`src/rtl/alu8088_pkg.sv`:
```
// Shared definitions for the 8088 ALU datapath blocks: width, FSM state, flag bit indices.
// No logic of its own; the flag helper is purely combinational.
// No flow control; consumers decide when to register the helper's result.
package alu8088_pkg;

  localparam int ALU_W = 8;

  // Bit positions inside the 4-bit {OF, SF, ZF, CF} status vector
  localparam int FLG_CF = 0;
  localparam int FLG_ZF = 1;
  localparam int FLG_SF = 2;
  localparam int FLG_OF = 3;

  typedef enum logic [1:0] {
    IDLE  = 2'd0,
    SHIFT = 2'd1,
    DONE  = 2'd2
  } sub_state_t;

  // 8088 subtract status: OF is set when operands differ in sign and the
  // result sign does not follow the minuend.
  function automatic logic [3:0] sub_flags(
    input logic [ALU_W-1:0] r,
    input logic             borrow,
    input logic             a7,
    input logic             b7
  );
    logic [3:0] f;
    f         = 4'b0000;
    f[FLG_CF] = borrow;
    f[FLG_ZF] = (r == '0);
    f[FLG_SF] = r[ALU_W-1];
    f[FLG_OF] = (a7 != b7) && (r[ALU_W-1] != a7);
    return f;
  endfunction

endpackage

```
`src/rtl/full_subtractor.sv`:
```
// Single-bit full subtractor cell: d = a - b - bin, with borrow out.
// Latency: purely combinational, zero cycles.
// Backpressure: none; outputs follow inputs continuously.
module full_subtractor (
  input  logic a,
  input  logic b,
  input  logic bin,
  output logic d,
  output logic bout
);

  logic w_axb;

  // Borrow out when b exceeds a, or when a and b tie and a borrow comes in
  assign w_axb = a ^ b;
  assign d     = w_axb ^ bin;
  assign bout  = (~a & b) | (~w_axb & bin);

endmodule

```
`src/rtl/serial_sub8.sv`:
```
// Bit-serial 8-bit subtractor R = A - B, LSB first through one full-subtractor cell.
// Latency: 9 cycles from accepted start to done (8 SHIFT + 1 DONE); SUB_FLAGS_EN adds {OF,SF,ZF,CF}.
// Backpressure: start is only taken while busy=0 (IDLE or DONE); starts during SHIFT are dropped.
module serial_sub8 #(
  parameter int WIDTH = 8
) (
  input  logic             clk,
  input  logic             rst,
  input  logic             start,
  input  logic [WIDTH-1:0] A,
  input  logic [WIDTH-1:0] B,
  output logic             busy,
  output logic             done,
  output logic [WIDTH-1:0] R,
  output logic             borrow,
  output logic [3:0]       flags
);

  import alu8088_pkg::*;

  // Only the 8-bit datapath exists; anything else is rejected at elaboration
  if (WIDTH != ALU_W) begin : g_width_chk
    $error("serial_sub8: only WIDTH=8 is supported");
  end

  localparam logic [2:0] LAST_BIT = 3'(ALU_W - 1);

  sub_state_t       r_state;
  sub_state_t       w_next;
  logic             w_accept;
  logic             w_last;

  logic [WIDTH-1:0] r_a_sh;
  logic [WIDTH-1:0] r_b_sh;
  logic [WIDTH-1:0] r_r_sh;
  logic             r_bin;
  logic [2:0]       r_cnt;

  logic             w_d;
  logic             w_bout;
  logic [WIDTH-1:0] w_r_final;

  logic [WIDTH-1:0] r_r;
  logic             r_borrow;

  full_subtractor u_cell (
    .a    (r_a_sh[0]),
    .b    (r_b_sh[0]),
    .bin  (r_bin),
    .d    (w_d),
    .bout (w_bout)
  );

  // Value R_sh will hold after the eighth step; lets outputs load on the edge into DONE
  assign w_r_final = {w_d, r_r_sh[WIDTH-1:1]};

  // FSM state register
  always_ff @(posedge clk) begin
    if (rst) begin
      r_state <= IDLE;
    end else begin
      r_state <= w_next;
    end
  end

  // Next-state logic; DONE accepts a new start so back-to-back ops have no gap
  always_comb begin
    w_next   = r_state;
    w_accept = 1'b0;
    w_last   = 1'b0;
    case (r_state)
      IDLE: begin
        if (start) begin
          w_next   = SHIFT;
          w_accept = 1'b1;
        end
      end
      SHIFT: begin
        if (r_cnt == LAST_BIT) begin
          w_next = DONE;
          w_last = 1'b1;
        end
      end
      DONE: begin
        if (start) begin
          w_next   = SHIFT;
          w_accept = 1'b1;
        end else begin
          w_next = IDLE;
        end
      end
      default: w_next = IDLE;
    endcase
  end

  // Operand capture and one-bit-per-cycle shift through the subtractor cell
  always_ff @(posedge clk) begin
    if (rst) begin
      r_a_sh <= '0;
      r_b_sh <= '0;
      r_r_sh <= '0;
      r_bin  <= 1'b0;
      r_cnt  <= 3'd0;
    end else if (w_accept) begin
      r_a_sh <= A;
      r_b_sh <= B;
      r_r_sh <= '0;
      r_bin  <= 1'b0;
      r_cnt  <= 3'd0;
    end else if (r_state == SHIFT) begin
      r_a_sh <= r_a_sh >> 1;
      r_b_sh <= r_b_sh >> 1;
      r_r_sh <= w_r_final;
      r_bin  <= w_bout;
      r_cnt  <= r_cnt + 3'd1;
    end
  end

  // Result and borrow update only on the edge into DONE, then hold
  always_ff @(posedge clk) begin
    if (rst) begin
      r_r      <= '0;
      r_borrow <= 1'b0;
    end else if (w_last) begin
      r_r      <= w_r_final;
      r_borrow <= w_bout;
    end
  end

`ifdef SUB_FLAGS_EN
  logic       r_a7;
  logic       r_b7;
  logic [3:0] r_flags;

  // Operand sign bits are gone from the shifters by the end, so keep copies for OF
  always_ff @(posedge clk) begin
    if (rst) begin
      r_a7 <= 1'b0;
      r_b7 <= 1'b0;
    end else if (w_accept) begin
      r_a7 <= A[WIDTH-1];
      r_b7 <= B[WIDTH-1];
    end
  end

  // Status flags computed from the final difference alongside R
  always_ff @(posedge clk) begin
    if (rst) begin
      r_flags <= 4'b0000;
    end else if (w_last) begin
      r_flags <= sub_flags(w_r_final, w_bout, r_a7, r_b7);
    end
  end

  assign flags = r_flags;
`else
  assign flags = 4'b0000;
`endif

  assign busy   = (r_state == SHIFT);
  assign done   = (r_state == DONE);
  assign R      = r_r;
  assign borrow = r_borrow;

endmodule

```
`config.mk`:
```
export PLATFORM = sky130hd
export DESIGN_NAME = serial_sub8
export DESIGN_NICKNAME = d
export VERILOG_FILES = /design/src/rtl/alu8088_pkg.sv /design/src/rtl/full_subtractor.sv /design/src/rtl/serial_sub8.sv
export SDC_FILE = /design/constraint.sdc
export NUM_CORES = 1
export LEC_CHECK = 0
export CORE_UTILIZATION = 35
export DETAILED_ROUTE_END_ITERATION = 6
export PLACE_DENSITY = 0.62
export SYNTH_ARGS = -nofsm -noshare
export SYNTH_HDL_FRONTEND = slang
export SYNTH_SLANG_ARGS = --single-unit
```
`constraint.sdc`:
```
create_clock -name clk -period 1.8 [get_ports clk]
set_clock_uncertainty 0.1 [all_clocks]
set_input_delay 0.27 -clock clk [delete_from_list [all_inputs] [get_ports clk]]
set_output_delay 0.27 -clock clk [all_outputs]
set_load 0.02 [all_outputs]
```
[Yosys cells after proc, flatten, opt, wreduce, memory -nomap -nowiden]
Cells that the tools add are included.
Word-level totals
  flip-flop bits (word level): 39
  bits in latches: 0
  RAM bits: 0
  ROM bits: 0
  input port bits: 19
  output and inout bits: 15
  word-level logic and storage cells: 38
  memories kept: 0
Cells by class
  add/sub/neg operators: 1
  multipliers: 0
  divide/modulo/power cells: 0
  magnitude comparators: 0
  eq/ne operators: 5
  shift-type cells: 0
  muxes and demuxes: 12
  bitwise gates (word level): 7
  reductions and logical operators: 5
Operators by type and width (number)
  8-bit two-way mux: 4
  2-bit one-hot mux with 3 select lines: 1
  1-bit two-way mux: 5
  2-bit two-way mux: 2
  2-bit OR reduction: 2
  3-bit by 1-bit adder with 3-bit output, second input constant: 1
  3-bit == test, second input constant: 1
  1-bit bitwise AND: 2
  2-bit by 1-bit == test with 1-bit output, second input constant: 1
  2-bit == test, second input constant: 1
  2-bit zero test: 1
  2-bit by 1-bit != test with 1-bit output, second input constant: 1
  2-bit != test, second input constant: 1
  1-bit inverter: 2
  2-bit AND reduction: 1
  2-bit nonzero test: 1
  1-bit XOR: 2
  1-bit OR: 1

[Depth between registers and ports, before layout]
Gate-level depths: netlist of run 1.
  word-level depth: 4
  mapped depth: 6

[Modules after synthesis]
A second synthesis of run 1 with hierarchy kept.
Unflattened totals
  cell total of the unflattened synthesis: 181
  area total of the unflattened synthesis: 1587.8 µm²
By module, submodules not included
  serial_sub8: instances 1, cells an instance 177, area an instance 1556.5 µm², sequential area each 760.7 µm²
  full_subtractor: instances 1, cells an instance 4, area an instance 31.3 µm², sequential area each 0.0 µm²

[Least setup slack after synthesis of run 1]
No wires, ideal clock.
  path type: register to register
  start point: register r_cnt[0]
  end point: register r_r[1] (netlist: R[1])
  arrival time: 1096 ps
  data required time: 1627 ps
  path slack: 531 ps
  stages on the path, launching flop included: 6
  clock period less this slack: 1269 ps
  cell sequence: dfxtp_1 > ha_1 > ha_1 > nand3b_1 > nand2_1 > a21oi_1
On the way
  cells in the longest elaborated chain, start to end: 3
RTL lines
  start, declared: line serial_sub8.sv:37  | logic [2:0] r_cnt;
  start signal, assigned: line serial_sub8.sv:115  | r_cnt <= r_cnt + 3'd1;
  3-bit == test: line serial_sub8.sv:79  | if (r_cnt == LAST_BIT) begin
  1-bit two-way mux: line serial_sub8.sv:79
  1-bit two-way mux: line serial_sub8.sv:71  | case (r_state)
  end signal, assigned: line serial_sub8.sv:125  | r_r <= w_r_final;
  end, declared: line serial_sub8.sv:43  | logic [WIDTH-1:0] r_r;
No other way between the ends.
A chain may end at the register's enable or synchronous reset.

[Final worst setup path of run 1]
  start point: register r_state[0]
  end point: output port busy
On the way
  cells in the longest elaborated chain, start to end: 1
RTL lines
  start, declared: line serial_sub8.sv:28  | sub_state_t r_state;
  start signal, assigned: line serial_sub8.sv:62  | r_state <= w_next;
  2-bit by 1-bit == test with 1-bit output: line serial_sub8.sv:160  | assign busy = (r_state == SHIFT);
  end, declared: line serial_sub8.sv:12  | output logic busy,
No other way between the ends.

==> results.sh, run 1 <==
export IMPL_status="complete, no violations"
export IMPL_final_nets=230
export IMPL_hpwl_um=2134
export IMPL_fin_hold_ws_ns=0.3530
export IMPL_use_met1=0.1888
export IMPL_gp_congestion=0.7144
export IMPL_criticalPathCategory="reg2out"
export IMPL_synth_edff_count=0
export IMPL_grt_pass1_wl_um=5678
export IMPL_p_total_w=0.001763
export IMPL_placementRows=24
export IMPL_max_clock_path_buffers=2
export IMPL_crit_chain="nand2b_1 > inv_8 > dlygate4sd2_1"
export IMPL_power_density_cell_area_mw_per_mm2=864.0
export IMPL_layout_commonest_cell="dfxtp_1"
export IMPL_drc_errors=0
export IMPL_p_leak_nw=0.7351
export IMPL_clkLatencyLatePin_ns=0.29
export IMPL_cp_required_ns=1.43
export IMPL_synth_cell_types=29
export IMPL_tns_ns=0
export IMPL_async_flop_share=0
export IMPL_wl_per_cell_um=12.36
export IMPL_cts_tree="done"
export IMPL_ctsHoldBuffers=0
export IMPL_grt_max_degree=37
export IMPL_antenna_left=0
export IMPL_grt_total_usage=0.1472
export IMPL_syn_area_mm2=0.001659
export IMPL_grt_use_met3=0.04701
export IMPL_slew_violations=0
export IMPL_coreArea_mm2=0.004444
export IMPL_ys_flop_type="dfxtp_1"
export IMPL_drive_gt1_frac=0.1722
export IMPL_final_cell_mix="38 x dfxtp_1, 31 x nand2_1, 27 x clkdlybuf4s50_1, 21 x a21oi_1, 12 x nor3_2"
export IMPL_grt_overflow_total=0
export IMPL_rsz0062_at_grt="no"
export IMPL_grt_busiest_layer="met2"
export IMPL_hold_viol=0
export IMPL_grt_pass1_vias=1222
export IMPL_worstSetupEndpointType="output port"
export IMPL_yosysSeqAreaShare=0.4585
export IMPL_cts_sinks=38
export IMPL_hp_class="reg2reg"
export IMPL_pin_count=34
export IMPL_ys_ff_latch=38
export IMPL_syn_inst=177
export IMPL_portBuffers=29
export IMPL_start_util=0.3733
export IMPL_max_stage_delay_ns=0.39
export IMPL_crit_slowest_cell="dfxtp_1"
export IMPL_cts_buffers=5
export IMPL_area_growth_syn_to_layout_pct=23.00
export IMPL_drt_wl_total_um=3225
export IMPL_ir_drop_v=0.0003198
export IMPL_synth_avg_cell_area_um2=9.373
export IMPL_grt_use_met2=0.2233
export IMPL_worstPathArrival_ns=1.26
export IMPL_first_pass_iters=6
export IMPL_diodes=0
export IMPL_die_y_um=70.85
export IMPL_num_vias=1276
export IMPL_ctsRootBufferMaster="clkbuf_8"
export IMPL_die_x_um=70.85
export IMPL_clk_pin_slew_ns=0.07
export IMPL_vias_per_cell=4.889
export IMPL_yosys_warnings=0
export IMPL_start_kind="register"
export IMPL_fillers=463
export IMPL_min_period_ns=1.626
export IMPL_period_share=0.9033
export IMPL_timing_final_setup_violations=0
export IMPL_antenna_found_initial=0
export IMPL_post_cts_buffers=0
export IMPL_crit_fanout=5
export IMPL_h_tree_depth=2
export IMPL_die_area_mm2=0.005020
export IMPL_drv_cap=0
export IMPL_fmax_ghz=0.6150
export IMPL_drt_iter0_markers=79
-- layout make-up --
cell class	instances	area, um2	area share
timing repair buffer	39	366.6	0.1796
clock buffer	7	86.33	0.04231
multi-input combinational	121	738.2	0.3617
inverter	3	18.77	0.009197
clock inverter	1	5.005	0.002452
tap	52	65.06	0.03188
sequential	38	760.7	0.3728
-- Yosys cell counts, types with 2 or more instances --
| cell | instances | area (um2) |
|---|---|---|
| nand2_1 | 31 | 116.4 |
| a21oi_1 | 21 | 105.1 |
| nor3_2 | 12 | 120.1 |
| nand2b_1 | 2 | 12.51 |
| nand3_1 | 11 | 55.05 |
| buf_4 | 5 | 37.54 |
| dfxtp_1 | 38 | 760.7 |
| inv_1 | 2 | 7.510 |
| nor3_1 | 7 | 35.03 |
| ha_1 | 2 | 25.02 |
| nor2_1 | 6 | 22.52 |
| o22ai_1 | 10 | 62.56 |
| a311oi_2 | 4 | 60.06 |
| buf_6 | 6 | 67.56 |
| a22oi_1 | 2 | 15.01 |
| clkbuf_1 | 2 | 7.510 |
| buf_2 | 4 | 20.02 |
-- flip-flops by register name (all words and copies together), names as in the netlist --
register  count
R             8
borrow        1
r_a_sh        8
r_b_sh        8
r_bin         1
r_cnt         3
r_r_sh        7
r_state       2
-- routing by layer --
metal	up-vias	part of all wire
met5	-	0
met4	0	0.022
met3	6	0.037
met2	24	0.45
met1	582	0.49
li1	664	-
-- final timing paths --
check              from  endpoint  slack, ns  cells past startpoint
min reg2reg        R[7]      R[7]       0.35                      2
max          r_state[0]      busy       0.17                      3
max reg2reg  r_state[0]    borrow       0.22                      5
min                R[7]      R[7]       0.35                      2
-- worst max-delay path: cells and delay by family, from the launching register on --
family	cells	cell delay (ns)
flops	1	0.39
buf+inv	2	0.40
simple gates	1	0.17
-- where the power goes --
group          internal [W]  switching [W]
sequential         0.000881      0.0000241
combinational      0.000121       0.000141
clock              0.000309       0.000288
total               0.00131       0.000452
-- what timing repair did --
action,in CTS,in global routing
endpoints found under the hold margin,0,0
gates resized for setup,1,1
setup endpoints to repair,1,1
gates cloned,0,0
-- kinds of logic (layout without fill, tap and decap cells) --
| group | count (synthesis) | after routing | synth area share |
|---|---|---|---|
| adders and majority gates | 3 | 3 | 0.02715 |
| AOI/OAI and AO/OA | 39 | 39 | 0.1584 |
| buffers and inverters | 21 | 50 | 0.1033 |
| and+or+nand+nor | 73 | 73 | 0.2391 |
| muxes | 1 | 1 | 0.006033 |
| xor gates and xnor gates | 1 | 1 | 0.005280 |
| other | 1 | 4 | 0.002260 |
| DFF | 38 | 38 | 0.4585 |
-- stage by stage --
stage | instances | util | setup slack (ns) | area, um2
CTS | 261 | 0.4586 | 0.003384 | 2038
floorplan | 180 | - | 0.5311 | 1670
detailed placement | 253 | 0.4383 | 0.1832 | 1948
global route | 261 | 0.4592 | 0.07437 | 2041
global placement | 253 | 0.4383 | 0.1917 | 1948
finish | 261 | 0.4592 | 0.1740 | 2041
No activity file was read; power rests on OpenSTA's default activity.
==> run 2, diff against run 1 <==
- CTS_BUF_LIST: unset -> sky130_fd_sc_hd__clkbuf_8 sky130_fd_sc_hd__clkbuf_16
- clock period: 1.8 -> 2 ns (I/O delays scaled with it)
==> results.sh, run 2 (synthesis gave the netlist of run 1 again) <==
export IMPL_status="complete, no violations"
export IMPL_worstPathArrival_ns=1.50
export IMPL_start_kind="register"
export IMPL_cp_required_ns=1.60
export IMPL_ctsHoldBuffers=0
export IMPL_drive_gt1_frac=0.1618
export IMPL_period_share=0.9519
export IMPL_ctsRootBufferMaster="clkbuf_8"
export IMPL_p_total_w=0.001563
export IMPL_min_period_ns=1.904
export IMPL_hpwl_um=2073
export IMPL_ff2ff_setup_slack_ns=0.46
export IMPL_final_nets=227
export IMPL_startpoint="r_state[0]"
export IMPL_diodes=0
export IMPL_r2r_start="r_state[0]"
export IMPL_dp_cells=250
export IMPL_hp_class="reg2reg"
export IMPL_wl_met1_um=1463
export IMPL_crit_slowest_cell="clkdlybuf4s50_1"
export IMPL_crit_buf_inv=2
export IMPL_hold_viol=0
export IMPL_crit_family="buffers and inverters"
export IMPL_pin_count=34
export IMPL_wl_met3_um=146
export IMPL_cts_tree="done"
export IMPL_ir_drop_v=0.0002020
export IMPL_criticalPathCategory="reg2out"
export IMPL_cts_buffers=5
export IMPL_final_cell_mix="38 x dfxtp_1, 31 x nand2_1, 29 x clkdlybuf4s50_1, 21 x a21oi_1, 12 x nor3_2"
export IMPL_placementRows=24
export IMPL_rsz0062_at_grt="no"
export IMPL_crit_cells=3
export IMPL_layout_commonest_cell="dfxtp_1"
export IMPL_fin_area_mm2=0.002016
export IMPL_antenna_left=0
export IMPL_clk_pin_slew_ns=0.07
export IMPL_fmax_ghz=0.5252
export IMPL_die_area_mm2=0.005020
export IMPL_grt_overflow_total=0
export IMPL_timing_final_setup_violations=0
export IMPL_clkLatencyLatePin_ns=0.29
export IMPL_num_vias=1281
export IMPL_slew_violations=0
export IMPL_drt_iter0_markers=57
export IMPL_dr_wl_met2_um=1468
export IMPL_maxUsedRoutingLayer="met4"
export IMPL_placed_area_mm2=0.001926
export IMPL_grt_max_degree=37
export IMPL_worstRegToRegCells=5
export IMPL_wl_per_cell_um=12.34
export IMPL_drc_errors=0
export IMPL_area_growth_syn_to_layout_pct=21.49
export IMPL_portBuffers=29
export IMPL_max_clock_path_buffers=2
export IMPL_cts_sinks=38
export IMPL_tns_ns=0
export IMPL_max_stage_delay_ns=0.59
export IMPL_antenna_found_initial=0
export IMPL_p_leak_nw=0.6953
export IMPL_instances_no_fill=256
export IMPL_h_tree_depth=2
export IMPL_die_x_um=70.85
export IMPL_grt_pass1_wl_um=5664
export IMPL_start_util=0.3733
export IMPL_crit_fanout=5
export IMPL_vias_per_cell=5.004
export IMPL_crit_chain="nand2b_4 > inv_8 > clkdlybuf4s50_1"
export IMPL_coreArea_mm2=0.004444
export IMPL_grt_pass1_vias=1289
export IMPL_power_density_cell_area_mw_per_mm2=775.4
export IMPL_grt_total_usage=0.1467
export IMPL_worstSetupEndpointType="output port"
export IMPL_timing_rr_end="borrow"
export IMPL_first_pass_iters=6
export IMPL_crit_path_end="busy"
export IMPL_gp_congestion=0.7479
export IMPL_drv_cap=0
export IMPL_drt_wl_total_um=3160
export IMPL_die_y_um=70.85
run 2: final cells by class:
class	count	area, um2
fill	442	2429
multi-input combinational	121	745.7
tap	52	65.06
sequential	38	760.7
inverter	3	18.77
timing repair buffer	36	342.8
clock buffer	6	82.58
run 2: where the power goes:
group | switching, W | total, W | internal [W]
Combinational | 0.000125 | 0.000231 | 0.000106
Sequential | 0.0000232 | 0.000816 | 0.000793
Clock | 0.000250 | 0.000516 | 0.000266
Total | 0.000399 | 0.00156 | 0.00116
run 2: worst reg2reg max path, cell delays in order (launching register included):
cell,delay (ns)
dfxtp_1,0.46
nand2b_4,0.11
inv_8,0.06
buf_4,0.35
a21oi_1,0.15
a311oi_2,0.23
run 2: how the worst min path moves through the flow:
stage / start / to / slack (ns) / cells past startpoint
2_1_floorplan: A[7] / r_a_sh[7] / 0.34 / 2
3_3_place_gp: R[7] / R[7] / 0.35 / 2
3_5_place_dp: R[1] / R[1] / 0.35 / 2
4_1_cts: R[1] / R[1] / 0.36 / 2
5_1_grt: R[2] / R[2] / 0.38 / 2
6_report: R[2] / R[2] / 0.35 / 2
run 2: repair_timing:
action,in CTS,in global routing
setup buffers,0,0
endpoints found under the setup margin,0,1
gates resized for setup,0,1
run 2: stage by stage:
| step | util | setup WS, ns | hold slack, ns |
|---|---|---|---|
| 5_1_grt | 0.4535 | 0.03446 | 0.3849 |
| 6_report | 0.4535 | 0.09614 | 0.3538 |
| 3_3_place_gp | 0.4333 | 0.2559 | 0.3452 |
| 2_1_floorplan | - | 0.7311 | 0.3360 |
| 3_5_place_dp | 0.4333 | 0.2472 | 0.3458 |
| 4_1_cts | 0.4519 | 0.02108 | 0.3553 |
run 2: metal layers:
layer | vias up | global-route usage
met5 | - | 0
met4 | 0 | 0.08000
met3 | 6 | 0.04416
met2 | 30 | 0.2340
met1 | 587 | 0.1778
li1 | 658 | -
==> run 3, diff against run 2 <==
- REMOVE_ABC_BUFFERS: unset -> 1
==> results.sh, run 3 (synthesis gave the netlist of run 1 again) <==
export IMPL_worstSetupEndpointType="output port"
export IMPL_grt_max_degree=37
export IMPL_power_density_cell_area_mw_per_mm2=762.6
export IMPL_pin_count=34
export IMPL_regArea_um2=762.0
export IMPL_min_period_ns=1.922
export IMPL_first_pass_iters=6
export IMPL_worstPathArrival_ns=1.52
export IMPL_hpwl_um=2281
export IMPL_drt_wl_total_um=3434
export IMPL_fillers=471
export IMPL_ctsRootBufferMaster="clkbuf_8"
export IMPL_hp_class="reg2reg"
export IMPL_drt_iter0_markers=49
export IMPL_grt_pass1_vias=1245
export IMPL_num_vias=1291
export IMPL_drv_cap=0
export IMPL_clkLatencyLatePin_ns=0.28
export IMPL_max_clock_path_buffers=2
export IMPL_cts_sinks=38
export IMPL_fin_hold_ws_ns=0.3537
export IMPL_status="complete, no violations"
export IMPL_start_util=0.3733
export IMPL_grt_overflow_total=0
export IMPL_drc_errors=0
export IMPL_p_leak_nw=0.6973
export IMPL_tns_ns=0
export IMPL_cp_required_ns=1.60
export IMPL_rsz0062_at_grt="no"
export IMPL_final_nets=227
export IMPL_fin_area_mm2=0.002003
export IMPL_layout_commonest_cell="dfxtp_1"
export IMPL_post_cts_buffers=0
export IMPL_die_x_um=70.85
export IMPL_gp_congestion=0.7282
export IMPL_vias_per_cell=5.023
export IMPL_period_share=0.9610
export IMPL_final_cell_mix="37 x dfxtp_1, 31 x nand2_1, 29 x clkdlybuf4s50_1, 21 x a21oi_1, 12 x nor3_2"
export IMPL_cts_tree="done"
export IMPL_ir_drop_v=0.0003074
export IMPL_multi_input_area_um2=738.2
export IMPL_criticalPathCategory="reg2out"
export IMPL_drive_gt1_frac=0.1561
export IMPL_antenna_found_initial=0
export IMPL_grt_pass1_wl_um=6023
export IMPL_antenna_left=0
export IMPL_postCtsResizedCells=1
export IMPL_slew_violations=0
export IMPL_die_area_mm2=0.005020
export IMPL_portBuffers=29
export IMPL_clk_pin_slew_ns=0.07
export IMPL_hold_viol=0
export IMPL_placed_area_mm2=0.001926
export IMPL_area_growth_syn_to_layout_pct=20.74
export IMPL_diodes=0
export IMPL_timing_final_setup_violations=0
export IMPL_dp_cells=250
export IMPL_cts_buffers=5
export IMPL_crit_fanout=3
export IMPL_start_kind="register"
export IMPL_ctsHoldBuffers=0
export IMPL_grt_total_usage=0.1573
export IMPL_fmax_ghz=0.5203
export IMPL_coreArea_mm2=0.004444
export IMPL_h_tree_depth=2
export IMPL_final_core_util=0.4507
export IMPL_die_y_um=70.85
export IMPL_wl_per_cell_um=13.36
export IMPL_placementRows=24
export IMPL_instances_no_fill=257
-- run 3: cell types whose count changed in the layout (fill, tap and decap cells not counted), sizes merged --
cell and delta:
clkbuf -1, inv +2
-- run 3: worst max-delay path, stage by stage (launching register included) --
cell             delay (ns)
dfxtp_1                0.33
nand2b_1               0.24
inv_8                  0.08
clkdlybuf4s50_1        0.59
-- run 3: where the power goes --
group	switching, W	total [W]	internal (W)	leakage (nW)
Sequential	0.0000228	0.000816	0.000793	0.310
Combinational	0.000131	0.000236	0.000105	0.340
Clock	0.000246	0.000475	0.000230	0.0466
Total	0.000399	0.00153	0.00113	0.697
-- run 3: worst paths after layout --
path	startpoint	to	slack (ns)	cells past startpoint
worst max register to register	r_state[1]	r_a_sh[6]	0.41	5
worst min-delay path	R[5]	R[5]	0.35	2
worst min register to register	R[5]	R[5]	0.35	2
worst max-delay path	r_state[1]	busy	0.08	3
-- run 3: layout make-up --
cell class	instances	area share
Sequential cell	38	0.3804
Clock inverter	2	0.003748
Tap cell	52	0.03248
Inverter	3	0.009369
Multi-Input combinational cell	121	0.3685
Timing Repair Buffer	36	0.1711
Clock buffer	5	0.03435
-- run 3: metrics by stage --
stage	total power, W	setup slack (ns)
after floorplan	0.0009704	0.2966
after global placement	0.001067	0.3052
after detailed placement	0.001069	0.2990
after CTS	0.001546	0.06669
after global routing	0.001607	0.007470
final	0.001528	0.07792
-- run 3: metal layers --
metal / track usage / wire length [um]
met1: 0.2151 / 1766
met2: 0.2244 / 1484
met3: 0.04701 / 109
met4: 0.08000 / 73
met5: 0 / 0
